$ cat src/rtl/fp_max_reduce_if.sv
// Handshake bundle for fp_max_reduce: command, element stream, result and status.
// The op_min signal exists only when FP_MAX_REDUCE_MIN_EN is defined.
interface fp_max_reduce_if #(
    parameter int BUS_WIDTH = 64,
    parameter int LEN_W     = 8
);
    logic                 start;
    logic [LEN_W-1:0]     len;
`ifdef FP_MAX_REDUCE_MIN_EN
    logic                 op_min;
`endif
    logic                 in_valid;
    logic                 in_ready;
    logic [BUS_WIDTH-1:0] in_data;
    logic                 res_valid;
    logic                 res_ready;
    logic [BUS_WIDTH-1:0] res_data;
    logic                 res_nan;
    logic                 busy;
    logic [LEN_W-1:0]     count;

`ifdef FP_MAX_REDUCE_MIN_EN
    modport master (
        output start, len, op_min, in_valid, in_data, res_ready,
        input  in_ready, res_valid, res_data, res_nan, busy, count
    );
    modport slave (
        input  start, len, op_min, in_valid, in_data, res_ready,
        output in_ready, res_valid, res_data, res_nan, busy, count
    );
`else
    modport master (
        output start, len, in_valid, in_data, res_ready,
        input  in_ready, res_valid, res_data, res_nan, busy, count
    );
    modport slave (
        input  start, len, in_valid, in_data, res_ready,
        output in_ready, res_valid, res_data, res_nan, busy, count
    );
`endif
endinterface

$ cat src/rtl/fp_max_reduce.sv
// Streaming IEEE-754 max reduction (single or double) over len elements, NaN-sticky.
// Optional macro FP_MAX_REDUCE_MIN_EN adds op_min, selecting a min reduction per run.
module fp_max_reduce #(
    parameter int BUS_WIDTH = 64,
    parameter int LEN_W     = 8
) (
    input  logic           clk,
    input  logic           rst,
    fp_max_reduce_if.slave bus
);
    localparam int EXP_W = (BUS_WIDTH == 64) ? 11 : 8;
    localparam int MAN_W = BUS_WIDTH - 1 - EXP_W;

    localparam logic [BUS_WIDTH-1:0] NEG_INF   = {1'b1, {EXP_W{1'b1}}, {MAN_W{1'b0}}};
    localparam logic [BUS_WIDTH-1:0] POS_INF   = {1'b0, {EXP_W{1'b1}}, {MAN_W{1'b0}}};
    localparam logic [BUS_WIDTH-1:0] CANON_NAN = {1'b0, {EXP_W{1'b1}}, 1'b1, {(MAN_W-1){1'b0}}};

    typedef enum logic [1:0] {IDLE, ACCUM, DONE} state_t;

    state_t               state, state_nxt;
    logic [BUS_WIDTH-1:0] acc;
    logic [LEN_W-1:0]     len_q;
    logic [LEN_W-1:0]     cnt;
    logic [LEN_W-1:0]     cnt_inc;
    logic                 nan_q;
    logic                 min_q;
    logic                 accept;
    logic                 in_nan;
    logic [BUS_WIDTH-1:0] pick;
    logic [BUS_WIDTH-1:0] acc_init;

    function automatic logic is_nan(input logic [BUS_WIDTH-1:0] v);
        return (&v[BUS_WIDTH-2 -: EXP_W]) && (|v[MAN_W-1:0]);
    endfunction

    // Returns the winner of a (current acc) against b; ties keep a. Sign-magnitude
    // ordering means the wanted magnitude flips with the sign and with min mode.
    function automatic logic [BUS_WIDTH-1:0] fp_pick(input logic [BUS_WIDTH-1:0] a,
                                                     input logic [BUS_WIDTH-1:0] b,
                                                     input logic             use_min);
        logic b_wins;
        if (is_nan(a) || is_nan(b))
            return CANON_NAN;
        if (a[BUS_WIDTH-1] != b[BUS_WIDTH-1])
            b_wins = (b[BUS_WIDTH-1] == use_min);
        else if (a[BUS_WIDTH-1] ^ use_min)
            b_wins = (b[BUS_WIDTH-2:0] < a[BUS_WIDTH-2:0]);
        else
            b_wins = (b[BUS_WIDTH-2:0] > a[BUS_WIDTH-2:0]);
        return b_wins ? b : a;
    endfunction

`ifdef FP_MAX_REDUCE_MIN_EN
    assign acc_init = bus.op_min ? POS_INF : NEG_INF;
`else
    assign acc_init = NEG_INF;
    assign min_q    = 1'b0;
`endif

    assign cnt_inc = cnt + 1'b1;
    assign accept  = (state == ACCUM) && bus.in_valid;
    assign in_nan  = is_nan(bus.in_data);
    assign pick    = fp_pick(acc, bus.in_data, min_q);

    // NOTE: sequential state uses non-blocking assignments so every register
    // samples pre-edge values regardless of statement order.
    always_ff @(posedge clk or posedge rst) begin
        if (rst) state <= IDLE;
        else     state <= state_nxt;
    end

    // NOTE: every output gets a default before the case so no path infers a latch.
    always_comb begin
        state_nxt     = state;
        bus.in_ready  = 1'b0;
        bus.res_valid = 1'b0;
        bus.busy      = 1'b1;
        case (state)
            IDLE: begin
                bus.busy = 1'b0;
                if (bus.start)
                    state_nxt = (bus.len == '0) ? DONE : ACCUM;
            end
            ACCUM: begin
                bus.in_ready = 1'b1;
                if (accept && (cnt_inc == len_q))
                    state_nxt = DONE;
            end
            DONE: begin
                bus.res_valid = 1'b1;
                if (bus.res_ready)
                    state_nxt = IDLE;
            end
            default: state_nxt = IDLE;
        endcase
    end

    // NOTE: acc resets to -inf, not zero, so the register always holds a legal
    // identity value; this is a few flops, not a memory, so resetting it is cheap.
    always_ff @(posedge clk or posedge rst) begin
        if (rst) begin
            acc   <= NEG_INF;
            len_q <= '0;
            cnt   <= '0;
            nan_q <= 1'b0;
`ifdef FP_MAX_REDUCE_MIN_EN
            min_q <= 1'b0;
`endif
        end else if (state == IDLE && bus.start) begin
            acc   <= acc_init;
            len_q <= bus.len;
            cnt   <= '0;
            nan_q <= 1'b0;
`ifdef FP_MAX_REDUCE_MIN_EN
            min_q <= bus.op_min;
`endif
        end else if (accept) begin
            acc   <= (nan_q || in_nan) ? CANON_NAN : pick;
            cnt   <= cnt_inc;
            nan_q <= nan_q | in_nan;
        end
    end

    assign bus.res_data = (state == DONE) ? acc : '0;
    assign bus.res_nan  = (state == DONE) && nan_q;
    assign bus.count    = cnt;
endmodule

$ cat src/flat_wrapper.sv
// flat-port wrapper written by rule: the top's interface ports become plain ports
module fp_max_reduce_flat 
#(
    parameter int BUS_WIDTH = 64,
    parameter int LEN_W     = 8
)
  (clk, rst, bus_start, bus_len, bus_in_valid, bus_in_data, bus_res_ready, bus_in_ready, bus_res_valid, bus_res_data, bus_res_nan, bus_busy, bus_count);
  fp_max_reduce_if #(.BUS_WIDTH(BUS_WIDTH), .LEN_W(LEN_W)) bus_i ();
  input  logic clk;
  input  logic rst;
  input wire logic [$bits(bus_i.start)-1:0] bus_start;
  input wire logic [$bits(bus_i.len)-1:0] bus_len;
  input wire logic [$bits(bus_i.in_valid)-1:0] bus_in_valid;
  input wire logic [$bits(bus_i.in_data)-1:0] bus_in_data;
  input wire logic [$bits(bus_i.res_ready)-1:0] bus_res_ready;
  output wire logic [$bits(bus_i.in_ready)-1:0] bus_in_ready;
  output wire logic [$bits(bus_i.res_valid)-1:0] bus_res_valid;
  output wire logic [$bits(bus_i.res_data)-1:0] bus_res_data;
  output wire logic [$bits(bus_i.res_nan)-1:0] bus_res_nan;
  output wire logic [$bits(bus_i.busy)-1:0] bus_busy;
  output wire logic [$bits(bus_i.count)-1:0] bus_count;
  assign bus_i.start = bus_start;
  assign bus_i.len = bus_len;
  assign bus_i.in_valid = bus_in_valid;
  assign bus_i.in_data = bus_in_data;
  assign bus_i.res_ready = bus_res_ready;
  assign bus_in_ready = bus_i.in_ready;
  assign bus_res_valid = bus_i.res_valid;
  assign bus_res_data = bus_i.res_data;
  assign bus_res_nan = bus_i.res_nan;
  assign bus_busy = bus_i.busy;
  assign bus_count = bus_i.count;
  fp_max_reduce #(.BUS_WIDTH(BUS_WIDTH), .LEN_W(LEN_W)) u_core (.clk(clk), .rst(rst), .bus(bus_i));
endmodule
$ cat config.mk
export PLATFORM = sky130hd
export DESIGN_NAME = fp_max_reduce_flat
export DESIGN_NICKNAME = d
export VERILOG_FILES = /design/src/rtl/fp_max_reduce_if.sv /design/src/rtl/fp_max_reduce.sv /design/src/flat_wrapper.sv
export SDC_FILE = /design/constraint.sdc
export NUM_CORES = 1
export LEC_CHECK = 0
export CAP_MARGIN = 30
export CORE_MARGIN = 2
export CORE_UTILIZATION = 45
export DETAILED_ROUTE_END_ITERATION = 6
export PLACE_DENSITY = 0.79
export SLEW_MARGIN = 40
export SYNTH_ARGS = -nofsm -noshare
export SYNTH_HDL_FRONTEND = slang
export SYNTH_SLANG_ARGS = --single-unit
$ cat constraint.sdc
create_clock -name clk -period 6.3 [get_ports clk]
set_input_delay 0.945 -clock clk [delete_from_list [all_inputs] [get_ports clk]]
set_output_delay 0.945 -clock clk [all_outputs]
set_load 0.005 [all_outputs]
==> results.yml <==
run_status:
  status: "finished, final reports clean"
placement:
  dpl.cell_count: 960
  dpl_cell_area_um2: 7690
  hpwl_um: 13400
  routabilityCongestion: 0.934
  portBuffers: 152
die:
  io_pins: 153
  die_y_um: 120
  chipWidth_um: 120
  rows: 42
  initial_core_util: 0.458
  core_um2: 13100
  die_area_um2: 14300
logic_synthesis:
  avgSynthCellArea_um2: 9.28
  yosysMostFrequentCell: "nand2_1"
  synth-seq-area-share: 0.347
  syn_inst: 649
  yosys_warnings: 0
  synthesis.area_um2: 6020
  synth_seq_cells: 83
  ys.flop_type: "dfrtp_1"
  ys_top_cells_by_count: "nand2_1 (81), dfrtp_1 (71), inv_1 (71)"
  ys_types: 49
  synth_edf_count: 0
  async_flop_share: 1.00
  synth_top_area_frac: 0.295
  syn_nets: 790
  yosys.area.top_type: "dfrtp_1"
  synthTopCellsByArea: "dfrtp_1 (30%), ha_1 (13%), mux2i_1 (10%)"
route:
  num_vias: 5439
  vias_per_cell: 5.57
  firstDrtPassIters: 5
  antenna_left: 0
  drc: 0
  drtIter0Drc: 312
  wl_per_cell_um: 17.8
  routed_wirelength_um: 17400
worst_setup_path:
  worstRegToRegCells: 11
  crit_slowest_cell: "or4_4"
  crit_path_cell_trace: "clkdlybuf4s50_1, ha_1, nand3_2, or4_4, or4_4, nor4_4, a2111oi_2, o211a_4, nor2_8, buf_12, mux2i_1"
  cp-end-kind: "register"
  crit_fanout: 50
  crit_type: "input port to register"
  start_kind: "input port"
  crit_arrival_ns: 4.72
  reg2reg_from: "u_core.acc[61]"
  reg2reg_to: "u_core.acc[27]"
  worstSetupStartpoint: "bus_in_data[61]"
  crit_end: "u_core.acc[27]"
  rrSetupSlack_ns: 2.33
  cpPeakStageDelay_ns: 0.58
  worst_ep_required_time_ns: 6.56
  crit_family: "simple AND/OR/NAND/NOR gates"
  cp.depth: 11
  crit_path_frequent_cell: "or4_4"
  critPathBufInv: 2
clocking:
  cts_buffers: 9
  postCtsSetupRepairBufs: 0
  insertion_delay_ns: 0.34
  cts_tree: "done"
  cts.sink_count: 83
  ctsHoldBuffers: 0
  cts_root_buffer: "clkbuf_16"
  path_clk_slew_ns: 0.07
  clk_path_buf_depth: 2
  ctsResizeCount: 0
  htree_num_levels: 3
power_and_ir_drop:
  sw_frac_of_total: 0.407
  seq_power_share: 0.318
  power.share.clock: 0.163
  p_leak_uw: 0.00359
  power.internal_uw: 1930
  power_frac_comb: 0.519
  p_switching_uw: 1330
  power_density_nw_per_um2: 408
  vdd_ir_drop_max_mv: 0.200
timing:
  clock.fmax_mhz: 224
  whs_ns: 0.513
  worst_pin_slew_ns: 0.666
  clock_skew_ns: 0.00780
  drv_slew: 0
  setup_tns_ns: 0
  rsz0062_at_grt: "no"
  setup_viol_count_final: 0
  finalHoldViolCount: 0
  min_period_over_period: 0.708
  relSlewSlack: 0.556
  layout_min_cycle_time_ns: 4.46
min_path:
  min_path_type: "register to register"
final_layout:
  layout-drive-gt1-share: 0.0675
  finalNetCount: 936
  final_cells: 976
  num_antenna_cells: 0
  final_area_um2: 7990
  area_delta_synth_final_pct: 32.7
global_routing:
  globalRouteOverflowTotal: 0
  antenna_found_initial: 0
  grt_pass1_wl_um: 28400
  grt_max_degree: 84
  grt_pass1_vias: 5729
  gr-usage-all-layers: 0.248
job:
  max_cap_violations: 0
[logic make-up after synthesis]
logic type | after synthesis | share of synthesized area
AND/OR/NAND/NOR | 248 | 0.221
buffers and inverters | 94 | 0.0748
flip-flops | 83 | 0.347
AO/OA/AOI/OAI | 75 | 0.0833
multiplexers | 71 | 0.120
adder cells (fa/ha/maj) | 64 | 0.133
XOR/XNOR | 14 | 0.0204
[metrics by stage]
step,utilization,power [µW],worst slack (ns)
finish,0.608,3260,1.84
global route,0.608,3500,1.65
CTS,0.608,3270,1.85
detailed placement,0.586,2710,1.51
global placement,0.582,2610,1.62
floorplan,-,2170,2.48
[worst min-delay path by stage]
stage / startpoint / slack [ns] / to / depth (start not counted)
finish: u_core.acc[56] / 0.51 / u_core.acc[56] / 2
global route: u_core.acc[56] / 0.53 / u_core.acc[56] / 2
CTS: u_core.acc[59] / 0.52 / u_core.acc[59] / 2
detailed placement: u_core.acc[53] / 0.51 / u_core.acc[53] / 2
global placement: u_core.acc[52] / 0.50 / u_core.acc[52] / 2
floorplan: u_core.acc[57] / 0.47 / u_core.acc[57] / 2
[area by class of cell]
cell class                 count  area [µm²]
fill                        1129        5150
multi-input combinational    472        3500
sequential                    83        2090
timing repair buffer         158        1610
inverter                      71         268
clock buffer                  10         229
tap                          176         220
clock inverter                 6        65.1
[worst min-delay path: stages, from the launching register on]
cell and delay [ns]:
dfstp_2 0.38, inv_1 0.07, mux2i_1 0.06
[layout by cell type (no fill, tap or decap), types with 2 or more instances in the layout]
cell type / count
a211oi_1: 3
a21o_1: 4
a21oi_1: 26
a221oi_1: 4
and2_1: 65
and3_1: 4
buf_4: 2
clkbuf_16: 9
clkdlybuf4s50_1: 152
clkinv_2: 3
dfrtp_1: 71
dfstp_2: 12
ha_1: 64
inv_1: 70
mux2_2: 8
mux2i_1: 62
nand2_1: 81
nand2b_1: 2
nand3_1: 14
nand4_1: 17
nor2_1: 10
nor3_1: 14
nor4_1: 30
o211ai_1: 2
o21ai_0: 18
o31ai_1: 4
or4_4: 2
xnor2_1: 8
xor2_1: 6
[power groups by stage]
stage / Sequential, µW / Combinational [µW] / Clock [µW]
finish: 1040 / 1690 / 532
global route: 1060 / 1870 / 567
CTS: 1030 / 1700 / 540
detailed placement: 1040 / 1680 / 0
global placement: 1030 / 1580 / 0
floorplan: 946 / 1230 / 0
[per-layer routing]
metal	GRT usage	up-vias	wire length, µm
li1	-	2553	-
met3	0.0532	52	1140
met2	0.420	216	8340
met5	0	-	0
met1	0.309	2618	7320
met4	0.0985	0	601
[flip-flops by register name, summed over array words and instances (netlist names)]
signal / flops
u_core.acc: 64
u_core.bus.count: 8
u_core.len_q: 8
u_core.nan_q: 1
u_core.state: 2
No activity file was read; power rests on OpenSTA's default activity.
